<file path="src/rtl/fp_pkg.sv">
// rtl/fp_pkg.sv - shared constants, FSM state, flag type and operand classifier for fp_mult_issue
package fp_pkg;

  localparam int unsigned FP_BIAS = 127;
  localparam logic [31:0] FP_QNAN = 32'h7FC0_0000;
  localparam logic [31:0] FP_INF  = 32'h7F80_0000;

  typedef enum logic [1:0] {
    ST_IDLE  = 2'd0,
    ST_ISSUE = 2'd1,
    ST_HOLD  = 2'd2
  } fp_state_e;

  // {invalid, overflow, zero}
  typedef logic [2:0] fp_flags_t;

  localparam fp_flags_t FLG_NONE     = 3'b000;
  localparam fp_flags_t FLG_INVALID  = 3'b100;
  localparam fp_flags_t FLG_OVERFLOW = 3'b010;
  localparam fp_flags_t FLG_ZERO     = 3'b001;

  typedef struct packed {
    logic      special;
    logic [31:0] res;
    fp_flags_t flags;
  } fp_class_t;

  // Resolves every outcome that does not need the multiplier result; the
  // overflow/normal decision is left to the issue cycle.
  function automatic fp_class_t fp_classify(input logic [31:0] a, input logic [31:0] b);
    fp_class_t c;
    logic      nan_a, nan_b, inf_a, inf_b, zero_a, zero_b;
    logic      sign;
    logic [9:0] esum;
    nan_a  = (a[30:23] == 8'hFF) && (a[22:0] != 23'd0);
    nan_b  = (b[30:23] == 8'hFF) && (b[22:0] != 23'd0);
    inf_a  = (a[30:23] == 8'hFF) && (a[22:0] == 23'd0);
    inf_b  = (b[30:23] == 8'hFF) && (b[22:0] == 23'd0);
    zero_a = (a[30:23] == 8'h00);
    zero_b = (b[30:23] == 8'h00);
    sign   = a[31] ^ b[31];
    esum   = {2'b00, a[30:23]} + {2'b00, b[30:23]};
    c.special = 1'b0;
    c.res     = 32'd0;
    c.flags   = FLG_NONE;
    if (nan_a || nan_b || (inf_a && zero_b) || (zero_a && inf_b)) begin
      c.special = 1'b1;
      c.res     = FP_QNAN;
      c.flags   = FLG_INVALID;
    end else if (inf_a || inf_b) begin
      c.special = 1'b1;
      c.res     = FP_INF | {sign, 31'd0};
    end else if (zero_a || zero_b || (esum <= 10'(FP_BIAS))) begin
      c.special = 1'b1;
      c.res     = {sign, 31'd0};
      c.flags   = FLG_ZERO;
    end
    return c;
  endfunction

endpackage

</file>
<file path="src/rtl/fp_mult_issue_if.sv">
// rtl/fp_mult_issue_if.sv - operand/result handshake and fp_mult side-band bundle
interface fp_mult_issue_if;
  import fp_pkg::*;

  logic        in_valid;
  logic        in_ready;
  logic [31:0] in_opd1;
  logic [31:0] in_opd2;
  logic [31:0] mul_opd1;
  logic [31:0] mul_opd2;
  logic [31:0] mul_res;
  logic        mul_overflow;
  logic        out_valid;
  logic        out_ready;
  logic [31:0] out_res;
  fp_flags_t   out_flags;

  modport master (
    output in_valid, in_opd1, in_opd2, out_ready, mul_res, mul_overflow,
    input  in_ready, mul_opd1, mul_opd2, out_valid, out_res, out_flags
  );

  modport slave (
    input  in_valid, in_opd1, in_opd2, out_ready, mul_res, mul_overflow,
    output in_ready, mul_opd1, mul_opd2, out_valid, out_res, out_flags
  );

endinterface

</file>
<file path="src/rtl/sync_fifo.sv">
// rtl/sync_fifo.sv - single-clock FIFO with extra-MSB pointers for full/empty detection
module sync_fifo #(
  parameter int WIDTH = 64,
  parameter int DEPTH = 2
) (
  input  logic             clk,
  input  logic             rst_n,
  input  logic             push,
  input  logic [WIDTH-1:0] wdata,
  input  logic             pop,
  output logic [WIDTH-1:0] rdata,
  output logic             full,
  output logic             empty
);

  localparam int AW = $clog2(DEPTH);

  if (DEPTH < 2 || (DEPTH & (DEPTH - 1)) != 0) begin : g_bad_depth
    $error("sync_fifo DEPTH must be a power of 2 and at least 2");
  end

  logic [AW:0]      wr_ptr_q, wr_ptr_d;
  logic [AW:0]      rd_ptr_q, rd_ptr_d;
  logic [WIDTH-1:0] mem_q [DEPTH];
  logic             do_push, do_pop;

  assign full    = (wr_ptr_q[AW] != rd_ptr_q[AW]) && (wr_ptr_q[AW-1:0] == rd_ptr_q[AW-1:0]);
  assign empty   = (wr_ptr_q == rd_ptr_q);
  assign do_push = push && !full;
  assign do_pop  = pop && !empty;
  assign rdata   = mem_q[rd_ptr_q[AW-1:0]];

  always_comb begin
    wr_ptr_d = wr_ptr_q + {{AW{1'b0}}, do_push};
    rd_ptr_d = rd_ptr_q + {{AW{1'b0}}, do_pop};
  end

  always_ff @(posedge clk or negedge rst_n) begin
    if (!rst_n) begin
      wr_ptr_q <= '0;
      rd_ptr_q <= '0;
    end else begin
      wr_ptr_q <= wr_ptr_d;
      rd_ptr_q <= rd_ptr_d;
    end
  end

  // Storage carries no reset: emptiness is defined by the pointers alone.
  always_ff @(posedge clk) begin
    if (do_push) begin
      mem_q[wr_ptr_q[AW-1:0]] <= wdata;
    end
  end

endmodule

</file>
<file path="src/rtl/fp_mult_issue.sv">
// rtl/fp_mult_issue.sv - queues operand pairs, issues them to an external fp_mult and fixes up special cases
module fp_mult_issue
  import fp_pkg::*;
#(
  parameter int DEPTH = 2
) (
  input  logic            clk,
  input  logic            rst_n,
  fp_mult_issue_if.slave  bus
);

  logic        fifo_push, fifo_pop, fifo_full, fifo_empty;
  logic [63:0] fifo_rdata;

  fp_state_e   state_q, state_d;
  logic [31:0] opd1_q, opd1_d;
  logic [31:0] opd2_q, opd2_d;
  fp_class_t   cls_q, cls_d;
  logic        out_valid_q, out_valid_d;
  logic [31:0] out_res_q, out_res_d;
  fp_flags_t   out_flags_q, out_flags_d;
  logic        res_sign;

  assign fifo_push = bus.in_valid && !fifo_full;
  assign res_sign  = opd1_q[31] ^ opd2_q[31];

  sync_fifo #(
    .WIDTH (64),
    .DEPTH (DEPTH)
  ) u_fifo (
    .clk   (clk),
    .rst_n (rst_n),
    .push  (fifo_push),
    .wdata ({bus.in_opd1, bus.in_opd2}),
    .pop   (fifo_pop),
    .rdata (fifo_rdata),
    .full  (fifo_full),
    .empty (fifo_empty)
  );

  always_comb begin
    state_d     = state_q;
    opd1_d      = opd1_q;
    opd2_d      = opd2_q;
    cls_d       = cls_q;
    out_valid_d = out_valid_q;
    out_res_d   = out_res_q;
    out_flags_d = out_flags_q;
    fifo_pop    = 1'b0;
    case (state_q)
      ST_IDLE: begin
        if (!fifo_empty) begin
          fifo_pop = 1'b1;
          state_d  = ST_ISSUE;
        end
      end
      ST_ISSUE: begin
        out_valid_d = 1'b1;
        state_d     = ST_HOLD;
        if (cls_q.special) begin
          out_res_d   = cls_q.res;
          out_flags_d = cls_q.flags;
        end else if (bus.mul_overflow) begin
          out_res_d   = FP_INF | {res_sign, 31'd0};
          out_flags_d = FLG_OVERFLOW;
        end else begin
          out_res_d   = bus.mul_res;
          out_flags_d = FLG_NONE;
        end
      end
      ST_HOLD: begin
        if (bus.out_ready) begin
          out_valid_d = 1'b0;
          if (!fifo_empty) begin
            fifo_pop = 1'b1;
            state_d  = ST_ISSUE;
          end else begin
            state_d  = ST_IDLE;
          end
        end
      end
      default: state_d = ST_IDLE;
    endcase
    // Classification is captured with the operands so the issue cycle only
    // has to merge in the multiplier's overflow flag.
    if (fifo_pop) begin
      opd1_d = fifo_rdata[63:32];
      opd2_d = fifo_rdata[31:0];
      cls_d  = fp_classify(fifo_rdata[63:32], fifo_rdata[31:0]);
    end
  end

  always_ff @(posedge clk or negedge rst_n) begin
    if (!rst_n) begin
      state_q     <= ST_IDLE;
      opd1_q      <= '0;
      opd2_q      <= '0;
      cls_q       <= '0;
      out_valid_q <= 1'b0;
      out_res_q   <= '0;
      out_flags_q <= FLG_NONE;
    end else begin
      state_q     <= state_d;
      opd1_q      <= opd1_d;
      opd2_q      <= opd2_d;
      cls_q       <= cls_d;
      out_valid_q <= out_valid_d;
      out_res_q   <= out_res_d;
      out_flags_q <= out_flags_d;
    end
  end

  assign bus.in_ready  = !fifo_full;
  assign bus.mul_opd1  = opd1_q;
  assign bus.mul_opd2  = opd2_q;
  assign bus.out_valid = out_valid_q;
  assign bus.out_res   = out_res_q;
  assign bus.out_flags = out_flags_q;

endmodule

</file>
<file path="src/flat_wrapper.sv">
// flat-port wrapper written by rule: the top's interface ports become plain ports
module fp_mult_issue_flat import fp_pkg::*;
#(
  parameter int DEPTH = 2
)
  (clk, rst_n, bus_in_valid, bus_in_opd1, bus_in_opd2, bus_out_ready, bus_mul_res, bus_mul_overflow, bus_in_ready, bus_mul_opd1, bus_mul_opd2, bus_out_valid, bus_out_res, bus_out_flags);
  fp_mult_issue_if bus_i ();
  input  logic clk;
  input  logic rst_n;
  input wire logic [$bits(bus_i.in_valid)-1:0] bus_in_valid;
  input wire logic [$bits(bus_i.in_opd1)-1:0] bus_in_opd1;
  input wire logic [$bits(bus_i.in_opd2)-1:0] bus_in_opd2;
  input wire logic [$bits(bus_i.out_ready)-1:0] bus_out_ready;
  input wire logic [$bits(bus_i.mul_res)-1:0] bus_mul_res;
  input wire logic [$bits(bus_i.mul_overflow)-1:0] bus_mul_overflow;
  output wire logic [$bits(bus_i.in_ready)-1:0] bus_in_ready;
  output wire logic [$bits(bus_i.mul_opd1)-1:0] bus_mul_opd1;
  output wire logic [$bits(bus_i.mul_opd2)-1:0] bus_mul_opd2;
  output wire logic [$bits(bus_i.out_valid)-1:0] bus_out_valid;
  output wire logic [$bits(bus_i.out_res)-1:0] bus_out_res;
  output wire logic [$bits(bus_i.out_flags)-1:0] bus_out_flags;
  assign bus_i.in_valid = bus_in_valid;
  assign bus_i.in_opd1 = bus_in_opd1;
  assign bus_i.in_opd2 = bus_in_opd2;
  assign bus_i.out_ready = bus_out_ready;
  assign bus_i.mul_res = bus_mul_res;
  assign bus_i.mul_overflow = bus_mul_overflow;
  assign bus_in_ready = bus_i.in_ready;
  assign bus_mul_opd1 = bus_i.mul_opd1;
  assign bus_mul_opd2 = bus_i.mul_opd2;
  assign bus_out_valid = bus_i.out_valid;
  assign bus_out_res = bus_i.out_res;
  assign bus_out_flags = bus_i.out_flags;
  fp_mult_issue #(.DEPTH(DEPTH)) u_core (.clk(clk), .rst_n(rst_n), .bus(bus_i));
endmodule
</file>
<file path="config.mk">
export PLATFORM = sky130hd
export DESIGN_NAME = fp_mult_issue_flat
export DESIGN_NICKNAME = d
export VERILOG_FILES = /design/src/rtl/fp_pkg.sv /design/src/rtl/fp_mult_issue_if.sv /design/src/rtl/sync_fifo.sv /design/src/rtl/fp_mult_issue.sv /design/src/flat_wrapper.sv
export SDC_FILE = /design/constraint.sdc
export NUM_CORES = 1
export LEC_CHECK = 0
export CAP_MARGIN = 10
export CELL_PAD_IN_SITES_DETAIL_PLACEMENT = 1
export CELL_PAD_IN_SITES_GLOBAL_PLACEMENT = 1
export CORE_AREA = 2 2 150 152
export DETAILED_ROUTE_END_ITERATION = 7
export DIE_AREA = 0 0 152 154
export PLACE_DENSITY = 0.84
export SLEW_MARGIN = 30
export SYNTH_ARGS = -nofsm -noshare
export SYNTH_HDL_FRONTEND = slang
export SYNTH_HIERARCHICAL = 1
export SYNTH_SLANG_ARGS = --single-unit
</file>
<file path="constraint.sdc">
create_clock -name clk -period 6.35 [get_ports clk]
set_input_delay 1.27 -clock clk [delete_from_list [all_inputs] [get_ports clk]]
set_output_delay 1.27 -clock clk [all_outputs]
set_load 0.05 [all_outputs]
</file>
# Word level (Yosys, flattened, before mapping)
# Memories as Yosys holds them, arrays and structs flattened.
# Cells that the tools add are included.
word_totals:
  regBits: 142
  mem_bits_rw: 128
  n_memories: 1
  word_cells: 74
  in_bits: 101
mem_list:
  columns: ["name", "depth", "word_bits", "rd", "rd_clocked_by_memory_dff", "wr", "line", "source"]
  rows:
  - ["u_core.u_fifo.mem_q", 2, 64, 1, 0, 1, "sync_fifo.sv:24", "logic [WIDTH-1:0] mem_q [DEPTH];"]
classes:
  n_bitwise: 2
  n_addsub: 3
  n_reduce_logical: 28
  n_mux: 19
  eq_ne: 9
  order_cmp: 1
ops:
  columns: ["cell", "count"]
  rows:
  - ["two-way mux 36 bit", 2]
  - ["two-way mux 32 bit", 2]
  - ["zero test 23 bit", 2]
  - ["nonzero test 23 bit", 2]
  - ["two-way mux 33 bit", 1]
  - ["== test 8 bit (second input constant)", 2]
  - ["zero test 8 bit", 2]
  - ["less-or-equal comparator 10 x 7 -> 1 bit (second input constant)", 1]
  - ["logical AND 1 bit", 10]
  - ["adder 8 x 8 -> 9 bit", 1]
  - ["logical OR 1 bit", 6]
  - ["two-way mux 1 bit", 6]
  - ["two-way mux 2 bit", 3]
  - ["two-way mux 3 bit", 2]
  - ["case mux 2 bit (3 select lines)", 1]
  - ["adder 2 x 1 -> 2 bit", 2]
  - ["!= test 2 bit (second input constant)", 2]
  - ["case mux 1 bit (2 select lines)", 2]
  - ["AND reduction 2 bit", 2]
  - ["== test 2 x 1 -> 1 bit (second input constant)", 1]
  - ["== test 2 bit", 1]
  - ["== test 2 bit (second input constant)", 1]
  - ["zero test 1 bit", 2]
  - ["zero test 2 bit", 1]
  - ["4 further kinds", 5]

# Depth between registers and ports, before layout
logic_depth:
  depth_word: 7
  mapped_depth: 10
  depth_no_buf: 8

# Cells and area by module
# Netlist, hierarchy kept.
by_module_without_submodules:
  columns: ["module", "cells_per_inst", "area_per_inst_um2", "n_inst"]
  rows:
  - ["sync_fifo", 218, 5018.6, 1]
  - ["fp_mult_issue", 471, 4485.6, 1]

# Worst setup path after synthesis
# No wires, ideal clock.
synth_path:
  path_type: "input -> register"
  from: "input port bus_in_valid"
  to: "memory u_core.u_fifo.mem_q[1][0], enable pin"
  stages: 3
  arrival_ps: 3177
  n_path_buf: 0
  setup_slack_ps: 2742
  path_cell_list: "nor2b_1 -> a21boi_1 -> ha_1"
synth_via:
  elab_chain_len: 4
synth_lines:
  columns: ["item", "line", "source"]
  rows:
  - ["start: declaration", "flat_wrapper.sv:10", "input wire logic [$bits(bus_i.in_valid)-1:0] bus_in_valid;"]
  - ["logical AND 1 bit", "fp_mult_issue.sv:24", "assign fifo_push = bus.in_valid && !fifo_full;"]
  - ["logical AND 1 bit", "sync_fifo.sv:29", "assign do_push = push && !full;"]
  - ["two-way mux 1 bit", "sync_fifo.sv:50", "if (do_push) begin"]
  - ["two-way mux 1 bit (not written as such)", "sync_fifo.sv:51", "mem_q[wr_ptr_q[AW-1:0]] <= wdata;"]
  - ["end: declaration", "sync_fifo.sv:24", null]
# Every way passes these cells.

# Worst setup path after layout
layout_path:
  from: "register u_core.u_fifo.rd_ptr_q[0]"
  to: "output port bus_in_ready"
layout_via:
  elab_chain_len: 3
layout_lines:
  columns: ["item", "line", "source"]
  rows:
  - ["start: declaration", "sync_fifo.sv:23", "logic [AW:0] rd_ptr_q, rd_ptr_d;"]
  - ["start signal: assignment", "sync_fifo.sv:44", "rd_ptr_q <= rd_ptr_d;"]
  - ["== test 1 bit", "sync_fifo.sv:27", "assign full = (wr_ptr_q[AW] != rd_ptr_q[AW]) && (wr_ptr_q[AW-1:0] == rd_ptr_q[AW-1:0]);"]
  - ["logical AND 1 bit", "sync_fifo.sv:27", null]
  - ["named net u_core.fifo_full", "fp_mult_issue.sv:12", "logic fifo_push, fifo_pop, fifo_full, fifo_empty;"]
  - ["zero test 1 bit", "fp_mult_issue.sv:113", "assign bus.in_ready = !fifo_full;"]
  - ["end: declaration", "flat_wrapper.sv:16", "output wire logic [$bits(bus_i.in_ready)-1:0] bus_in_ready;"]
# The timed path passes the listed nets, and every way through them passes these cells.

==> flow_summary.ini <==
[clocking]
post_cts_resize_count = 0
cts_setup_buffers = 0
cts_tree = yes
postCtsHoldBufs = 0
cts_root_buf = clkbuf_16
clockBufferDepth = 3
cts_inserted_buffers = 25
clock_sinks = 239
clkTransAtPathRegs_ps = 60
h-tree-depth = 1
clock_latency_ps = 510

[floorplanning]
start_util = 0.4382
die_y_um = 154
core_area_sq_um = 21690
dieArea_sq_um = 23410
ioPinCount = 202
rows = 54
dieWidth_um = 152

[job]
maxCapViolations = 0

[grt]
grt.total_usage = 0.2007
grt_pass1_wl_um = 37110
grt_pass1_vias = 6567
antenna_found_initial = 1
grt_max_degree = 72
grt_overflow = 0

[timing]
relSlewSlack = 0.4395
post-route-period-util = 0.6002
drv_slew = 0
tns_ps = 0
setup_viol = 0
fmax_mhz = 262.4
finalHoldViolations = 0
tightest_slew_ps = 840.7
skew_ps = 12.01
rsz0062_at_grt = false
fin_crit_ps = 3812

[logic_synthesis]
ys_seq_elements = 239
synthArstFlopShare = 0.4644
synth_compound_area_frac = 0.04989
synthSimpleGateAreaFrac = 0.1137
netlist_instances = 689
synth.top_cell.area_share = 0.4044
synth.distinct_cells = 39
syn_area_sq_um = 9504
ys.flop_type = edfxtp_1
synthTopCellsByCount = nand2_1, edfxtp_1, dfrtp_1, mux2_4, mux2_2
yosysWarnings = 6
synthMuxAreaShare = 0.09281
yosys.cell_count.top_type = nand2_1
syn_nets = 802
synthAdderAreaFrac = 0.01659
netlist_top_cells_area = edfxtp_1, dfrtp_1, nand2_1
synth_xor_area_frac = 0.007372
synth_largest_area_cell = edfxtp_1
avgSynthCellArea_sq_um = 13.79
synth_top_family_by_area = simple AND/OR/NAND/NOR gates
synth_edf_count = 128
ys_seq_area_frac = 0.6967

[hold_path]
hold_start = u_core/bus.mul_opd2[22]
min_path_type = reg -> reg

[drt]
wire_per_inst_um = 19.98
drtPass1Iterations = 4
wirelength_um = 23810
drt_drc_violations_left = 0
dr_total_vias = 6115
viasPerCell = 5.130
drt-initial-drc-count = 235
final_antenna_net_count = 0

[cells_and_area]
fill_cells = 2102
fin_nets = 1006
drive_gt1_frac = 0.1317
area_growth_pct = 32.36

[critical_path]
cp_max_fo = 32
worst_setup_path_end_kind = output pin
ff2ff_setup_slack_ps = 2600
critPathArrivalTime_ps = 2540
critical_path_class = reg -> out
cp-startpoint = u_core/u_fifo/rd_ptr_q[0]
cp.required_ps = 5080
timing.rr.start = u_core/u_fifo/rd_ptr_q[0]
crit_path_start_kind = flop

[run_status]
status = completed

[place]
gp_congestion = 0.7785
port_buffers = 201
dp_hpwl_um = 15400
## routing by layer
metal  vias up  global-route usage  wire, um
met5         -                   0         0
met4         0             0.05340       434
met1      3086              0.2548      9955
li1       2831                   -         -
met3        36             0.02706       966
met2       162              0.3627     12460
## state kept, by name, indices dropped and copies added, names as in the netlist
signal	flops
u_core/u_fifo/rd_ptr_q	2
u_core/bus.out_flags	3
u_core/bus.mul_opd1	32
u_core/u_fifo/mem_q	128
u_core/bus.mul_opd2	32
u_core/bus.out_valid	1
u_core/cls_q	5
u_core/state_q	2
u_core/bus.out_res	32
u_core/u_fifo/wr_ptr_q	2
## worst paths after layout
check,endpoint,cells after the start
max in group asynchronous,u_core/bus.mul_opd1[10],2
hold reg to reg,u_core/bus.mul_opd2[22],2
setup reg to reg,u_core/cls_q[34],8
hold / removal,u_core/bus.mul_opd2[22],2
min in group asynchronous,u_core/bus.out_flags[1],1
setup / recovery,bus_in_ready,4
## cell type report
type | instances | area [sq um] | area share
flip-flops and latches | 239 | 6625 | 0.5267
multi-input cells | 410 | 2699 | 0.2145
repair buffers | 208 | 2087 | 0.1659
clock buffers | 38 | 724.4 | 0.05759
well taps | 280 | 350.3 | 0.02785
clock inverters | 7 | 57.56 | 0.004575
inverters | 9 | 33.78 | 0.002685
diodes | 1 | 2.502 | 0.0001989
## through the flow
| step | setup WS [ps] | utilization | hold slack [ps] | cells | instance area, sq um |
|---|---|---|---|---|---|
| 2_1_floorplan | 2742 | - | 448.6 | 689 | 9504 |
| 3_3_place_gp | 2201 | 0.5418 | 457.2 | 1144 | 11750 |
| 3_5_place_dp | 2126 | 0.5418 | 464.2 | 1144 | 11750 |
| 4_1_cts | 2514 | 0.5778 | 479.2 | 1189 | 12530 |
| 5_1_grt | 2438 | 0.5800 | 497.5 | 1192 | 12580 |
| 6_report | 2538 | 0.5800 | 474.0 | 1192 | 12580 |
## cell families (layout without fill, tap and decap cells)
family | after synthesis | after routing
compound gates | 64 | 64
xor+xnor | 8 | 8
fa+ha+maj | 12 | 12
buf+inv | 40 | 262
flops | 239 | 239
mux | 65 | 65
other cells | 0 | 1
simple gates | 261 | 261
## cells in the final DEF, fill, tap and decap left out, types with 3 or more instances in the layout
cell             Yosys  final
nand4_1              7      7
o21ai_0             22     22
ha_1                11      9
mux2_4              40     40
clkbuf_16            0     25
clkbuf_8             0      5
nor4_1              12     12
nor3_1               3      3
clkdlybuf4s50_1      0    200
inv_1                8      8
dfrtp_1            111    110
xnor2_1              4      4
buf_4                1      6
mux2_2              25     25
a22o_1              24     24
nand2b_1             5      4
clkbuf_1            15      8
a211oi_1             3      3
xor2_1               4      4
clkinv_2             0      4
nand2_1            215    215
nor2_1              11     11
a21oi_1              6      6
edfxtp_1           128    128
## critical path, cell delays in order (launching register included)
cell and delay (ps):
dfrtp_4 800, xor2_1 260, nor2_1 90, inv_1 60
clkdlybuf4s50_1 820
Power is left out: the tool's default activity adds up to more than one toggle a clock period on the data nets, which glitch-free logic cannot reach.
